File: src/rtl/hps_uio_pkg.sv
// hps_uio_pkg: shared definitions for the HPS UIO command dispatcher.
//   - UIO command codes (16-bit, compared against the full first word)
//   - kms event type enum (2-bit tag stored with each FIFO entry)
//   - joy_index(): maps a joystick command to its channel (7 = not a joy cmd)
package hps_uio_pkg;

  localparam logic [15:0] CMD_CFG   = 16'h0001;
  localparam logic [15:0] CMD_JOY0  = 16'h0002;
  localparam logic [15:0] CMD_JOY1  = 16'h0003;
  localparam logic [15:0] CMD_MOUSE = 16'h0004;
  localparam logic [15:0] CMD_KBD   = 16'h0005;
  localparam logic [15:0] CMD_OSD   = 16'h0006;
  localparam logic [15:0] CMD_CONF  = 16'h0014;
  localparam logic [15:0] CMD_JOY2  = 16'h0016;
  localparam logic [15:0] CMD_JOY3  = 16'h0017;
  localparam logic [15:0] CMD_JOY4  = 16'h0018;
  localparam logic [15:0] CMD_JOY5  = 16'h0019;
  localparam logic [15:0] CMD_RTC   = 16'h0022;
  localparam logic [15:0] CMD_STAT  = 16'h002A;

  localparam int KMS_W = 10;  // {type[1:0], data[7:0]}

  typedef enum logic [1:0] {
    KMS_MOUSE_X = 2'd0,
    KMS_MOUSE_Y = 2'd1,
    KMS_KEY     = 2'd2,
    KMS_OSD     = 2'd3
  } kms_type_e;

  localparam logic [2:0] JOY_NONE = 3'd7;

  function automatic logic [2:0] joy_index(input logic [15:0] cmd);
    logic [2:0] idx;
    idx = JOY_NONE;
    case (cmd)
      CMD_JOY0: idx = 3'd0;
      CMD_JOY1: idx = 3'd1;
      CMD_JOY2: idx = 3'd2;
      CMD_JOY3: idx = 3'd3;
      CMD_JOY4: idx = 3'd4;
      CMD_JOY5: idx = 3'd5;
      default:  idx = JOY_NONE;
    endcase
    return idx;
  endfunction

endpackage

File: src/rtl/hps_uio_kms_fifo.sv
// hps_uio_kms_fifo: keyboard/mouse/OSD event queue.
//   clk_i, rst_i   clock, synchronous active-high reset
//   push_i, din_i  enqueue request and 10-bit entry
//   pop_i          dequeue request, ignored while empty
//   dout_o         head entry (registered storage, valid when !empty_o)
//   level_o        occupancy 0..DEPTH
//   full_o/empty_o status
//   drop_o         push refused this cycle (full and no pop)
// A pop frees the slot in the same cycle, so push+pop while full is accepted.
module hps_uio_kms_fifo
  import hps_uio_pkg::*;
#(
  parameter int DEPTH = 8,
  localparam int AW = $clog2(DEPTH),
  localparam int LW = AW + 1
) (
  input  logic             clk_i,
  input  logic             rst_i,
  input  logic             push_i,
  input  logic [KMS_W-1:0] din_i,
  input  logic             pop_i,
  output logic [KMS_W-1:0] dout_o,
  output logic [LW-1:0]    level_o,
  output logic             full_o,
  output logic             empty_o,
  output logic             drop_o
);

  logic [KMS_W-1:0] mem_q [DEPTH];
  logic [AW-1:0]    wr_q, rd_q;
  logic [LW-1:0]    level_q;
  logic             do_push, do_pop;

  assign full_o  = (level_q == LW'(DEPTH));
  assign empty_o = (level_q == '0);
  assign do_pop  = pop_i & ~empty_o;
  assign do_push = push_i & (~full_o | do_pop);
  assign drop_o  = push_i & full_o & ~do_pop;
  assign dout_o  = mem_q[rd_q];
  assign level_o = level_q;

  always_ff @(posedge clk_i) begin
    if (do_push) mem_q[wr_q] <= din_i;
  end

  always_ff @(posedge clk_i) begin
    if (rst_i) begin
      wr_q    <= '0;
      rd_q    <= '0;
      level_q <= '0;
    end else begin
      if (do_push) wr_q <= wr_q + AW'(1);
      if (do_pop)  rd_q <= rd_q + AW'(1);
      case ({do_push, do_pop})
        2'b10:   level_q <= level_q + LW'(1);
        2'b01:   level_q <= level_q - LW'(1);
        default: level_q <= level_q;
      endcase
    end
  end

endmodule

File: src/rtl/hps_uio_dispatch.sv
// hps_uio_dispatch: UIO command decoder between the HPS bus and the Minimig core.
//   clk_sys, reset        clock, synchronous active-high reset
//   uio_ena               transaction frame (low ends it, clears word count)
//   io_strobe, io_din     one pulse per 16-bit word from the HPS
//   io_dout               registered reply, sampled by the HPS one word later
//   conf_str              config string, first character in the MSBs
//   joy                   JOY_COUNT x 16-bit joystick words
//   cfg, mouse_buttons    latched config byte / mouse buttons
//   kms_*                 event FIFO head with valid/ready pop, sticky overflow
//   rtc, rtc_stb          RTC words and completion pulse
// Optional feature: define HPS_UIO_RTC_EN to enable command 0x22 (RTC);
// otherwise rtc/rtc_stb are tied to 0 and 0x22 decodes as unknown.
module hps_uio_dispatch
  import hps_uio_pkg::*;
#(
  parameter int JOY_COUNT = 4,
  parameter int STRLEN    = 0,
  parameter int KMS_DEPTH = 8,
  localparam int CSW      = (STRLEN > 0) ? 8 * STRLEN : 8
) (
  input  logic                    clk_sys,
  input  logic                    reset,
  input  logic                    uio_ena,
  input  logic                    io_strobe,
  input  logic [15:0]             io_din,
  output logic [15:0]             io_dout,
  input  logic [CSW-1:0]          conf_str,
  output logic [16*JOY_COUNT-1:0] joy,
  output logic [7:0]              cfg,
  output logic                    kms_valid,
  input  logic                    kms_ready,
  output logic [1:0]              kms_type,
  output logic [7:0]              kms_data,
  output logic                    kms_overflow,
  output logic [2:0]              mouse_buttons,
  output logic [63:0]             rtc,
  output logic                    rtc_stb
);

  localparam int LW = $clog2(KMS_DEPTH) + 1;

  logic                           armed_q, armed_d;
  logic [9:0]                     wcnt_q, wcnt_d;
  logic [15:0]                    cmd_q, cmd_d;
  logic [15:0]                    io_dout_q, io_dout_d;
  logic [JOY_COUNT-1:0][15:0]     joy_q, joy_d;
  logic [7:0]                     cfg_q, cfg_d;
  logic [2:0]                     mbtn_q, mbtn_d;
  logic                           ovf_q, ovf_d;

  logic                           accept;
  logic                           push;
  logic [KMS_W-1:0]               push_data;
  logic                           stat_clr;
  logic [2:0]                     jidx;

  logic [KMS_W-1:0]               fifo_dout;
  logic [LW-1:0]                  fifo_level;
  logic                           fifo_full, fifo_empty, fifo_drop;
  logic [6:0]                     level7;

  // With STRLEN=0 the string port is a one-byte stub and carries nothing.
  logic unused_conf;
  assign unused_conf = ^conf_str;

`ifdef HPS_UIO_RTC_EN
  logic [63:0] rtc_q, rtc_d;
  logic        rtc_stb_q, rtc_stb_d;
  logic        ena_q;
`endif

  // Strobes before the first observed idle (uio_ena low) may land mid-frame.
  assign accept = armed_q & uio_ena & io_strobe;
  assign level7 = 7'(fifo_level);
  assign jidx   = joy_index(cmd_q);

  always_comb begin
    armed_d   = armed_q | ~uio_ena;
    wcnt_d    = wcnt_q;
    cmd_d     = cmd_q;
    io_dout_d = io_dout_q;
    joy_d     = joy_q;
    cfg_d     = cfg_q;
    mbtn_d    = mbtn_q;
    push      = 1'b0;
    push_data = '0;
    stat_clr  = 1'b0;
`ifdef HPS_UIO_RTC_EN
    rtc_d     = rtc_q;
    rtc_stb_d = ena_q & ~uio_ena & armed_q & (cmd_q == CMD_RTC) & (wcnt_q >= 10'd5);
`endif

    if (!uio_ena) begin
      wcnt_d = '0;
    end else if (accept) begin
      if (wcnt_q != 10'd1023) wcnt_d = wcnt_q + 10'd1;
      io_dout_d = '0;
      if (wcnt_q == '0) begin
        cmd_d = io_din;
        if (io_din == CMD_STAT) begin
          io_dout_d = {ovf_q, 8'd0, level7};
          stat_clr  = 1'b1;
        end
      end else begin
        case (cmd_q)
          CMD_CFG: cfg_d = io_din[7:0];
          CMD_MOUSE: begin
            if (wcnt_q == 10'd1) begin
              push = 1'b1; push_data = {KMS_MOUSE_X, io_din[7:0]};
            end else if (wcnt_q == 10'd2) begin
              push = 1'b1; push_data = {KMS_MOUSE_Y, io_din[7:0]};
            end else if (wcnt_q == 10'd3) begin
              mbtn_d = io_din[2:0];
            end
          end
          CMD_KBD: if (wcnt_q == 10'd1) begin
            push = 1'b1; push_data = {KMS_KEY, io_din[7:0]};
          end
          CMD_OSD: if (wcnt_q == 10'd1) begin
            push = 1'b1; push_data = {KMS_OSD, io_din[7:0]};
          end
          CMD_CONF: begin
            // Word n returns byte n-1 counted from the MSB end; beyond STRLEN stays 0.
            for (int i = 0; i < STRLEN; i++)
              if (wcnt_q == 10'(i + 1)) io_dout_d[7:0] = conf_str[8*(STRLEN-1-i) +: 8];
          end
`ifdef HPS_UIO_RTC_EN
          CMD_RTC: begin
            for (int i = 0; i < 4; i++)
              if (wcnt_q == 10'(i + 1)) rtc_d[16*i +: 16] = io_din;
          end
`endif
          default: ;
        endcase
        if (wcnt_q == 10'd1)
          for (int j = 0; j < JOY_COUNT; j++)
            if (jidx == 3'(j)) joy_d[j] = io_din;
      end
    end

    // A drop in the same cycle as a status read keeps the flag set.
    ovf_d = ovf_q;
    if (stat_clr)  ovf_d = 1'b0;
    if (fifo_drop) ovf_d = 1'b1;
  end

  always_ff @(posedge clk_sys) begin
    if (reset) begin
      armed_q   <= 1'b0;
      wcnt_q    <= '0;
      cmd_q     <= '0;
      io_dout_q <= '0;
      joy_q     <= '0;
      cfg_q     <= '0;
      mbtn_q    <= '0;
      ovf_q     <= 1'b0;
    end else begin
      armed_q   <= armed_d;
      wcnt_q    <= wcnt_d;
      cmd_q     <= cmd_d;
      io_dout_q <= io_dout_d;
      joy_q     <= joy_d;
      cfg_q     <= cfg_d;
      mbtn_q    <= mbtn_d;
      ovf_q     <= ovf_d;
    end
  end

`ifdef HPS_UIO_RTC_EN
  always_ff @(posedge clk_sys) begin
    if (reset) begin
      rtc_q     <= '0;
      rtc_stb_q <= 1'b0;
      ena_q     <= 1'b0;
    end else begin
      rtc_q     <= rtc_d;
      rtc_stb_q <= rtc_stb_d;
      ena_q     <= uio_ena;
    end
  end
  assign rtc     = rtc_q;
  assign rtc_stb = rtc_stb_q;
`else
  assign rtc     = '0;
  assign rtc_stb = 1'b0;
`endif

  hps_uio_kms_fifo #(.DEPTH(KMS_DEPTH)) u_kms_fifo (
    .clk_i   (clk_sys),
    .rst_i   (reset),
    .push_i  (push),
    .din_i   (push_data),
    .pop_i   (kms_ready),
    .dout_o  (fifo_dout),
    .level_o (fifo_level),
    .full_o  (fifo_full),
    .empty_o (fifo_empty),
    .drop_o  (fifo_drop)
  );

  logic unused_full;
  assign unused_full = fifo_full;

  assign io_dout       = io_dout_q;
  assign joy           = joy_q;
  assign cfg           = cfg_q;
  assign mouse_buttons = mbtn_q;
  assign kms_overflow  = ovf_q;
  assign kms_valid     = ~fifo_empty;
  assign kms_type      = fifo_dout[9:8];
  assign kms_data      = fifo_dout[7:0];

endmodule

File: config.mk
export PLATFORM = sky130hd
export DESIGN_NAME = hps_uio_dispatch
export DESIGN_NICKNAME = d
export VERILOG_FILES = /design/src/rtl/hps_uio_pkg.sv /design/src/rtl/hps_uio_kms_fifo.sv /design/src/rtl/hps_uio_dispatch.sv
export SDC_FILE = /design/constraint.sdc
export NUM_CORES = 1
export LEC_CHECK = 0
export BUFFER_PORTS_ARGS = -buffer_cell sky130_fd_sc_hd__buf_2
export CAP_MARGIN = 20
export CORE_MARGIN = 3
export CORE_UTILIZATION = 49
export DETAILED_ROUTE_END_ITERATION = 12
export PLACE_DENSITY = 0.84
export SETUP_SLACK_MARGIN = 0.05
export SLEW_MARGIN = 20
export SYNTH_ARGS = -nofsm -noshare
export SYNTH_HDL_FRONTEND = slang
export SYNTH_SLANG_ARGS = --single-unit
File: constraint.sdc
create_clock -name clk_sys -period 3 [get_ports clk_sys]
set_input_delay 0.6 -clock clk_sys [delete_from_list [all_inputs] [get_ports clk_sys]]
set_output_delay 0.6 -clock clk_sys [all_outputs]
set_load 0.01 [all_outputs]
## Word-level counts from Yosys, hierarchy flattened

Memories as Yosys holds them, arrays and structs flattened. A register that Yosys moved wholly into a read port is not among the register bits.
Index checks and enable logic that the tools add are counted.
Widths: inputs -> output; s select.

| operators by class | value |
|---|---|
| add/subtract/negate cells | 5 |
| equal/unequal tests | 21 |
| multiplexer cells | 29 |
| bitwise operators | 15 |
| reduce and logical (&&, ||, !) cells | 16 |

Operators with widths:

| operator | count |
|---|---|
| $eq 16x5->1 const B | 4 |
| $mux 10 | 5 |
| $eq 16x3->1 const B | 3 |
| $eq 16x2->1 const B | 2 |
| $mux 16 | 2 |
| $pmux 10 s3 | 1 |
| $eq 10x2->1 const B | 2 |
| $reduce_and 5->1 | 4 |
| $mux 9 | 2 |
| $pmux 3 s6 | 1 |
| $eq 16x1->1 const B | 1 |
| $eq 16x6->1 const B | 1 |
| $mux 1 | 14 |
| $add 10x1->10 const B | 1 |
| $eq 10x1->1 const B | 1 |
| $logic_not 10->1 | 1 |
| $ne 10x10->1 const B | 1 |
| $pmux 4 s2 | 1 |
| $not 1->1 | 7 |
| $reduce_and 7->1 | 1 |
| $add 3x1->3 const B | 2 |
| $and 1x1->1 | 6 |
| $eq 3x2->1 const B | 2 |
| $mux 3 | 2 |
| 15 further kinds | 19 |

| word-level totals | value |
|---|---|
| bits in registers | 129 |
| memory bits (writable) | 80 |
| input port bits | 29 |
| output and inout bits | 168 |
| word-level logic and storage cells | 101 |
| memories | 1 |

Memories:

| memory | words | width | read ports | clocked after Yosys merged registers in | write ports | RTL line | RTL |
|---|---|---|---|---|---|---|---|
| u_kms_fifo.mem_q | 8 | 10 | 1 | 1 | 1 | hps_uio_kms_fifo.sv:29 | `logic [KMS_W-1:0] mem_q [DEPTH];` |

## Logic depth before layout (Yosys ltp)

Gate-level depths: netlist of the first run.

| depth | value |
|---|---|
| depth in word-level cells | 10 |
| gate-level depth with buffers | 11 |
| depth with buffers taken out | 11 |

## Cells and area by module

A second synthesis of the first run with hierarchy kept.

| unflattened totals | value |
|---|---|
| cell total of the unflattened synthesis | 747 |
| area total of the unflattened synthesis | 8986.1 um^2 |

Modules (own cells, without submodules):

| module | times used | cells each | area each (um^2) | sequential area each (um^2) |
|---|---|---|---|---|
| hps_uio_dispatch | 1 | 548 | 5263.8 | 2162.1 |
| hps_uio_kms_fifo | 1 | 199 | 3722.3 | 2662.6 |

## Worst setup path before layout of the first run

Ideal clock, no wire load.

| timing | value |
|---|---|
| path type | input -> register |
| from | in io_strobe |
| to | mem u_kms_fifo.mem_q[3][0] (enable) |
| setup time | 392 ps |
| data arrival time | 2461 ps |
| data required time | 2608 ps |
| path slack | 147 ps |
| stages on the path | 6 |
| path buffers | 1 |
| path through | and3_1 clkbuf_1 nand4_1 nor3_2 nand2_1 nor3b_1 |

| between the ends | value |
|---|---|
| cells in the longest elaborated chain, start to end | 6 |

RTL lines:

| item | RTL line | RTL |
|---|---|---|
| start, declared | hps_uio_dispatch.sv:24 | `input logic io_strobe,` |
| $and 1x1->1 | hps_uio_dispatch.sv:73 | `assign accept = armed_q & uio_ena & io_strobe;` |
| $mux 1 | hps_uio_dispatch.sv:95 | `end else if (accept) begin` |
| $mux 1 | hps_uio_dispatch.sv:93 | `if (!uio_ena) begin` |
| $and 1x1->1 | hps_uio_kms_fifo.sv:37 | `assign do_push = push_i & (~full_o \| do_pop);` |
| $mux 1 | hps_uio_kms_fifo.sv:43 | `if (do_push) mem_q[wr_q] <= din_i;` |
| $mux 1 (not written as such) | hps_uio_kms_fifo.sv:43 |  |
| end, declared | hps_uio_kms_fifo.sv:29 |  |

No other way between the ends.

==> impl_metrics.py, run 1 <==
metrics = {
    "setup_path": {
        "endpoint_kind": "output pin",
        "crit_buf_inv": 2,
        "crit_path_max_incr_delay_ns": 0.57,
        "crit_arrival_ns": 2.16,
        "cp_slowest_cell": "mux4_2",
        "crit_path_start_kind": "flip-flop",
        "cp.required_ns": 2.40,
        "crit_cells": 4,
        "crit_type": "flip-flop to output pin",
        "r2r_cells": 10,
        "worstPathMaxFanout": 20,
        "path_cells": "buf_4 > mux4_2 > mux2_2 > buf_2",
        "critPathTopFamily": "multiplexers",
    },
    "synthesis": {
        "synth.distinct_cells": 52,
        "synthMuxAreaShare_pct": 12.11,
        "synthAdderAreaFrac_pct": 1.405,
        "synth_compound_area_share_pct": 4.670,
        "synth.largest_area_cell": "dfxtp_1",
        "ys_seq_area_share_pct": 56.45,
        "synth_area_leaders": "dfxtp_1, edfxtp_1, buf_4, mux2i_1, mux4_2",
        "synthXorXnorAreaFrac_pct": 1.435,
        "ys_warn_count": 0,
        "synth_simple_gate_area_share_pct": 15.03,
        "syn_area_mm2": 0.008547,
        "synthCells": 760,
        "synth-seq-cells": 201,
        "synth_top_cell_area_share_pct": 28.34,
        "synth_top_family_by_area": "simple AND/OR/NAND/NOR gates",
        "syn_area_per_cell_um2": 11.25,
    },
    "grt": {
        "grt_pass1_wl_um": 30170,
        "grt_overflow": 0,
        "grt_max_degree": 88,
        "grt_pass1_vias": 5697,
        "grt_usage_pct": 19.26,
        "antenna_found_initial": 0,
    },
    "finish": {
        "num-fill-cells": 1363,
        "drive_above_1_share_pct": 23.46,
        "layout.nets": 919,
        "regArea_mm2": 0.004825,
        "multi_input_comb_area_mm2": 0.003253,
        "diodes": 0,
        "syn2layout_area_growth_pct": 15.36,
    },
    "timing": {
        "fmax_mhz": 361.9,
        "tns_ns": 0,
        "skew_ns": 0.009215,
        "period_share_pct": 92.10,
        "rsz0062_at_grt": "false",
        "setup_viol": 0,
        "slew_headroom_pct": 50.55,
        "slew_violations": 0,
        "tightestPinTransition_ns": 0.7230,
        "hold_viol": 0,
        "min_period_ns": 2.763,
    },
    "place": {
        "portBuffers": 112,
        "gp_congestion": 0.8806,
        "hpwl_um": 12550,
    },
    "die": {
        "die_w_um": 138.1,
        "ios": 197,
        "die_area_mm2": 0.01906,
        "std_cell_rows": 47,
        "core-area_mm2": 0.01682,
        "die_y_um": 138.1,
        "start_util_pct": 50.82,
    },
    "power": {
        "max-vdd-ir-drop_uv": 437.8,
        "power.leakage_uw": 0.004315,
        "power.total_uw": 6173,
        "power.density_mw_per_mm2": 626.1,
    },
    "clock_tree": {
        "clockRootBuffer": "clkbuf_16",
        "cts_made_buffers": 21,
        "path_clk_slew_ns": 0.06,
        "cts.path.max_buffers": 3,
        "htreeDepth": 1,
        "clk_latency_ns": 0.49,
        "cts_tree": "done",
        "clock-sinks": 201,
    },
    "run": {
        "drv_cap": 0,
    },
    "min_path": {
        "min_path_cells": 2,
        "min_path_type": "input port to flip-flop",
    },
    "drt": {
        "drtAntennaViolNets": 0,
        "dr.pass1.iters": 5,
        "wirelength_um": 19190,
        "avgViaCountPerCell": 5.242,
        "drtIter0Drc": 386,
        "vias": 5845,
        "drcViolationCount": 0,
        "routedWlPerCell_um": 17.21,
    },
    "run_status": {
        "status": "complete, no violations",
    },
}
[layout by cell type, fill, tap and decap left out, types with 3 or more instances in the layout]
| cell type | instances |
|---|---|
| a21oi_1 | 54 |
| clkbuf_16 | 22 |
| nor3_1 | 8 |
| clkbuf_8 | 5 |
| edfxtp_1 | 80 |
| and3_1 | 4 |
| conb_1 | 76 |
| xnor2_1 | 4 |
| nor3b_1 | 7 |
| or3_1 | 3 |
| nand2b_1 | 3 |
| nand3_1 | 11 |
| and2_1 | 11 |
| nand4_1 | 7 |
| clkbuf_1 | 4 |
| nor4_4 | 4 |
| nor4_1 | 5 |
| nor2_1 | 73 |
| buf_4 | 24 |
| dfxtp_1 | 121 |
| xor2_1 | 10 |
| inv_1 | 8 |
| ha_1 | 8 |
| o21ai_0 | 5 |
| mux4_2 | 20 |
| mux2_2 | 10 |
| nand2_1 | 112 |
| buf_2 | 111 |
| a22oi_1 | 5 |
| mux2i_1 | 46 |
[report_power, final]
| group | internal (uW) | leakage [uW] | switching [uW] | total [uW] |
|---|---|---|---|---|
| clock | 1640 | 0.000352 | 1030 | 2670 |
| combinational | 271 | 0.00214 | 361 | 633 |
| sequential | 2850 | 0.00183 | 26.9 | 2880 |
| total | 4760 | 0.00431 | 1420 | 6170 |
[layout make-up]
type,count,share of cell area [%]
inverters,8,0.3046
repair buffers,136,7.665
clock buffers,31,6.434
well taps,220,2.792
clock inverters,6,0.8756
flip-flops and latches,201,48.93
multi-input cells,513,32.99
[stage by stage]
stage | cell area [um2] | hold slack [ns] | worst slack (ns) | cells | util (%)
after floorplan | 8828 | 0.4343 | 0.1472 | 835 | -
after global placement | 9133 | 0.4353 | 0.2846 | 1078 | 54.30
after detailed placement | 9133 | 0.4410 | 0.2332 | 1078 | 54.30
after CTS | 9853 | 0.3251 | 0.1961 | 1115 | 58.59
after global routing | 9859 | 0.3429 | 0.05390 | 1115 | 58.62
final | 9859 | 0.3389 | 0.2369 | 1115 | 58.62
[repair_timing]
| item | CTS | global route |
|---|---|---|
| endpoints found under the hold margin | 0 | 0 |
| hold buffers | 0 | 0 |
| setup endpoints to repair | 0 | 1 |
| setup buffers | 0 | 0 |
| resized for setup | 0 | 1 |
[cells by family after synthesis]
logic type,count (synthesis)
adder cells (fa/ha/maj),9
AND/OR/NAND/NOR,265
flip-flops,201
AO/OA/AOI/OAI,72
multiplexers,77
other,1
buffers and inverters,121
XOR/XNOR,14
[synth_stat cells (all sizes together)]
cell	number
a22oi	5
and4	1
and2	11
nand4b	1
nor2	74
nor2b	1
or3b	1
nand3	12
a2111oi	1
xnor2	4
ha	8
o31ai	2
a21oi	54
nor3	9
nor3b	8
o211a	1
nand2	112
a21boi	1
o21ai	5
nor4bb	1
edfxtp	80
nor4	11
a41oi	1
nor4b	1
and4b	1
clkbuf	25
conb	1
dfxtp	121
a21o	1
mux2i	46
buf	88
nand2b	3
fa	1
nand4	7
mux4	20
xor2	10
o32ai	1
nand3b	2
inv	8
and3b	2
mux2	11
and3	4
or3	3
[metal layers]
layer,share of wire [%],routed length (um),global-route usage [%],vias up
met5,0,0,0,-
met4,3.1,586,6.032,0
met3,8.8,1689,4.385,43
met2,48,9222,31.96,263
met1,40,7689,25.34,2796
li1,-,-,-,2743
[sequential cells by signal (all words and copies together) (netlist names), named ones only]
name,count
mouse_buttons,3
u_kms_fifo.wr_q,3
u_kms_fifo.rd_q,3
io_dout,5
wcnt_q,10
kms_overflow,1
u_kms_fifo.mem_q,80
cmd_q,16
armed_q,1
joy,64
cfg,8
u_kms_fifo.level_o,4
[worst paths after layout]
kind / end / slack, ns / start
max: kms_data[7] / 0.24 / flip-flop
min: armed_q$_SDFF_PP0_ / 0.34 / uio_ena
max reg2reg: u_kms_fifo.level_o[3]$_SDFFE_PP0P_ / 0.31 / wcnt_q[0]$_SDFFE_PP0P_
min reg2reg: joy[43]$_SDFFE_PP0P_ / 0.45 / joy[43]$_SDFFE_PP0P_
Power figures use the tool's default switching activity.
==> run 2, diff against run 1 <==
CORE_UTILIZATION = 50   (was 49)
CTS_BUF_LIST = sky130_fd_sc_hd__clkbuf_8   (was default)
PLACE_DENSITY = 0.86   (was 0.84)
SKIP_CTS_REPAIR_TIMING = 1   (was default)
==> impl_metrics.py, run 2 (synthesis gave the netlist of run 1 again) <==
metrics = {
    "run": {
        "drv_cap": 0,
    },
    "timing": {
        "fmax_mhz": 358.2,
        "period_share_pct": 93.06,
        "slew_headroom_pct": 47.88,
        "setup_viol": 0,
        "tns_ns": 0,
        "tightestPinTransition_ns": 0.7758,
        "rsz0062_at_grt": "false",
        "slew_violations": 0,
        "fin_ws_ns": 0.2083,
        "skew_ns": 0.03431,
        "hold_viol": 0,
        "min_period_ns": 2.792,
    },
    "clock_tree": {
        "clock-sinks": 201,
        "clk_latency_ns": 0.53,
        "cts_tree": "done",
        "cts.path.max_buffers": 3,
        "cts_made_buffers": 34,
        "clockRootBuffer": "clkbuf_8",
        "htreeDepth": 2,
        "path_clk_slew_ns": 0.06,
    },
    "die": {
        "die_y_um": 136.7,
        "core-area_mm2": 0.01664,
        "std_cell_rows": 47,
        "die_area_mm2": 0.01870,
        "start_util_pct": 51.36,
        "die_w_um": 136.7,
        "ios": 197,
    },
    "grt": {
        "antenna_found_initial": 0,
        "grt_usage_pct": 20.63,
        "grt_pass1_vias": 5654,
        "grt_max_degree": 85,
        "grt_overflow": 0,
        "grt_pass1_wl_um": 29850,
    },
    "drt": {
        "drtIter0Drc": 381,
        "wirelength_um": 19380,
        "avgViaCountPerCell": 5.138,
        "dr.pass1.iters": 5,
        "vias": 5857,
        "routedWlPerCell_um": 17.00,
        "drtAntennaViolNets": 0,
        "drcViolationCount": 0,
    },
    "finish": {
        "mostFrequentLayoutCell": "dfxtp_1",
        "layout_common_cells": "dfxtp_1, nand2_1, buf_2",
        "layout.nets": 931,
        "regArea_mm2": 0.004825,
        "regMostFlops": "u_kms_fifo.mem_q",
        "largest_reg_flops": 80,
        "fin_area_mm2": 0.009813,
        "drive_above_1_share_pct": 24.70,
        "finish.utilization_pct": 58.97,
        "multi_input_comb_area_mm2": 0.003252,
        "syn2layout_area_growth_pct": 14.81,
        "num-fill-cells": 1341,
    },
    "min_path": {
        "worst_hold_path.endpoint": "armed_q$_SDFF_PP0_",
        "min_path_cells": 2,
        "min_path_type": "input port to flip-flop",
        "hp-start": "uio_ena",
    },
    "setup_path": {
        "crit_type": "flip-flop to output pin",
        "endpoint_kind": "output pin",
        "crit_path_start_kind": "flip-flop",
        "cp_slowest_cell": "mux4_2",
        "r2r-start": "cmd_q[8]$_SDFFE_PP0P_",
        "r2r_end": "u_kms_fifo.level_o[3]$_SDFFE_PP0P_",
        "worstPathMaxFanout": 20,
        "critPathTopFamily": "multiplexers",
        "path_cells": "buf_4 > mux4_2 > mux2_2 > buf_2",
        "crit_buf_inv": 2,
        "reg2reg_slack_ns": 0.33,
        "crit_path_max_incr_delay_ns": 0.56,
        "r2r_cells": 9,
        "crit_arrival_ns": 2.19,
        "cp.required_ns": 2.40,
    },
    "place": {
        "pre_cts_ws_ns": 0.2307,
        "portBuffers": 112,
        "gp_congestion": 0.8580,
        "placed_cell_area_mm2": 0.009125,
        "hpwl_um": 12670,
    },
    "run_status": {
        "status": "complete, no violations",
    },
    "power": {
        "max-vdd-ir-drop_uv": 386.6,
        "power.density_mw_per_mm2": 602.5,
        "power.leakage_uw": 0.004355,
    },
}
==> run 2: cell count changes in the layout (fill, tap and decap cells not counted), sizes merged <==
cell,previous run,this run
clkbuf,31,43
inv,8,19
clkinv,3,8
bufinv,2,0
buf,136,135
clkinvlp,1,0
diode,0,1
==> run 2: area by class of cell <==
class / count / share of cell area (%)
multi-input combinational: 513 / 33.14
tap: 220 / 2.805
antenna: 1 / 0.02550
inverter: 8 / 0.3060
sequential: 201 / 49.16
clock buffer: 43 / 6.031
timing repair buffer: 135 / 7.625
clock inverter: 19 / 0.9053
==> run 2: report_power, final <==
group | switching (uW) | leakage, uW | internal (uW)
sequential | 27.9 | 0.00183 | 2850
combinational | 359 | 0.00214 | 269
clock | 1100 | 0.000393 | 1300
==> run 2: metrics by stage <==
| stage | hold WS, ns | total power (uW) | instances |
|---|---|---|---|
| floorplan | 0.4343 | 3454 | 835 |
| detailed placement | 0.4397 | 3565 | 1077 |
| global route | 0.3002 | 6156 | 1139 |
| CTS | 0.2747 | 5960 | 1139 |
| global placement | 0.4349 | 3550 | 1077 |
| finish | 0.2929 | 5912 | 1140 |
==> run 2: how the worst max path moves through the flow <==
| stage | from | to | depth (start not counted) |
|---|---|---|---|
| final | flip-flop | kms_data[4] | 4 |
| after detailed placement | uio_ena | u_kms_fifo.level_o[3]$_SDFFE_PP0P_ | 10 |
| after CTS | flip-flop | kms_data[4] | 4 |
| after global routing | wcnt_q[1]$_SDFFE_PP0P_ | u_kms_fifo.level_o[3]$_SDFFE_PP0P_ | 11 |
| after floorplan | io_strobe | u_kms_fifo.mem_q[3][0]$_DFFE_PP_ | 6 |
| after global placement | uio_ena | u_kms_fifo.level_o[3]$_SDFFE_PP0P_ | 10 |
==> run 2: routing by layer <==
layer | track usage (%) | wire length, um | vias to the layer above
met4 | 7.055 | 369 | 0
met5 | 0 | 0 | -
met1 | 25.55 | 7649 | 2794
met2 | 34.04 | 9447 | 257
li1 | - | - | 2772
met3 | 6.765 | 1911 | 34
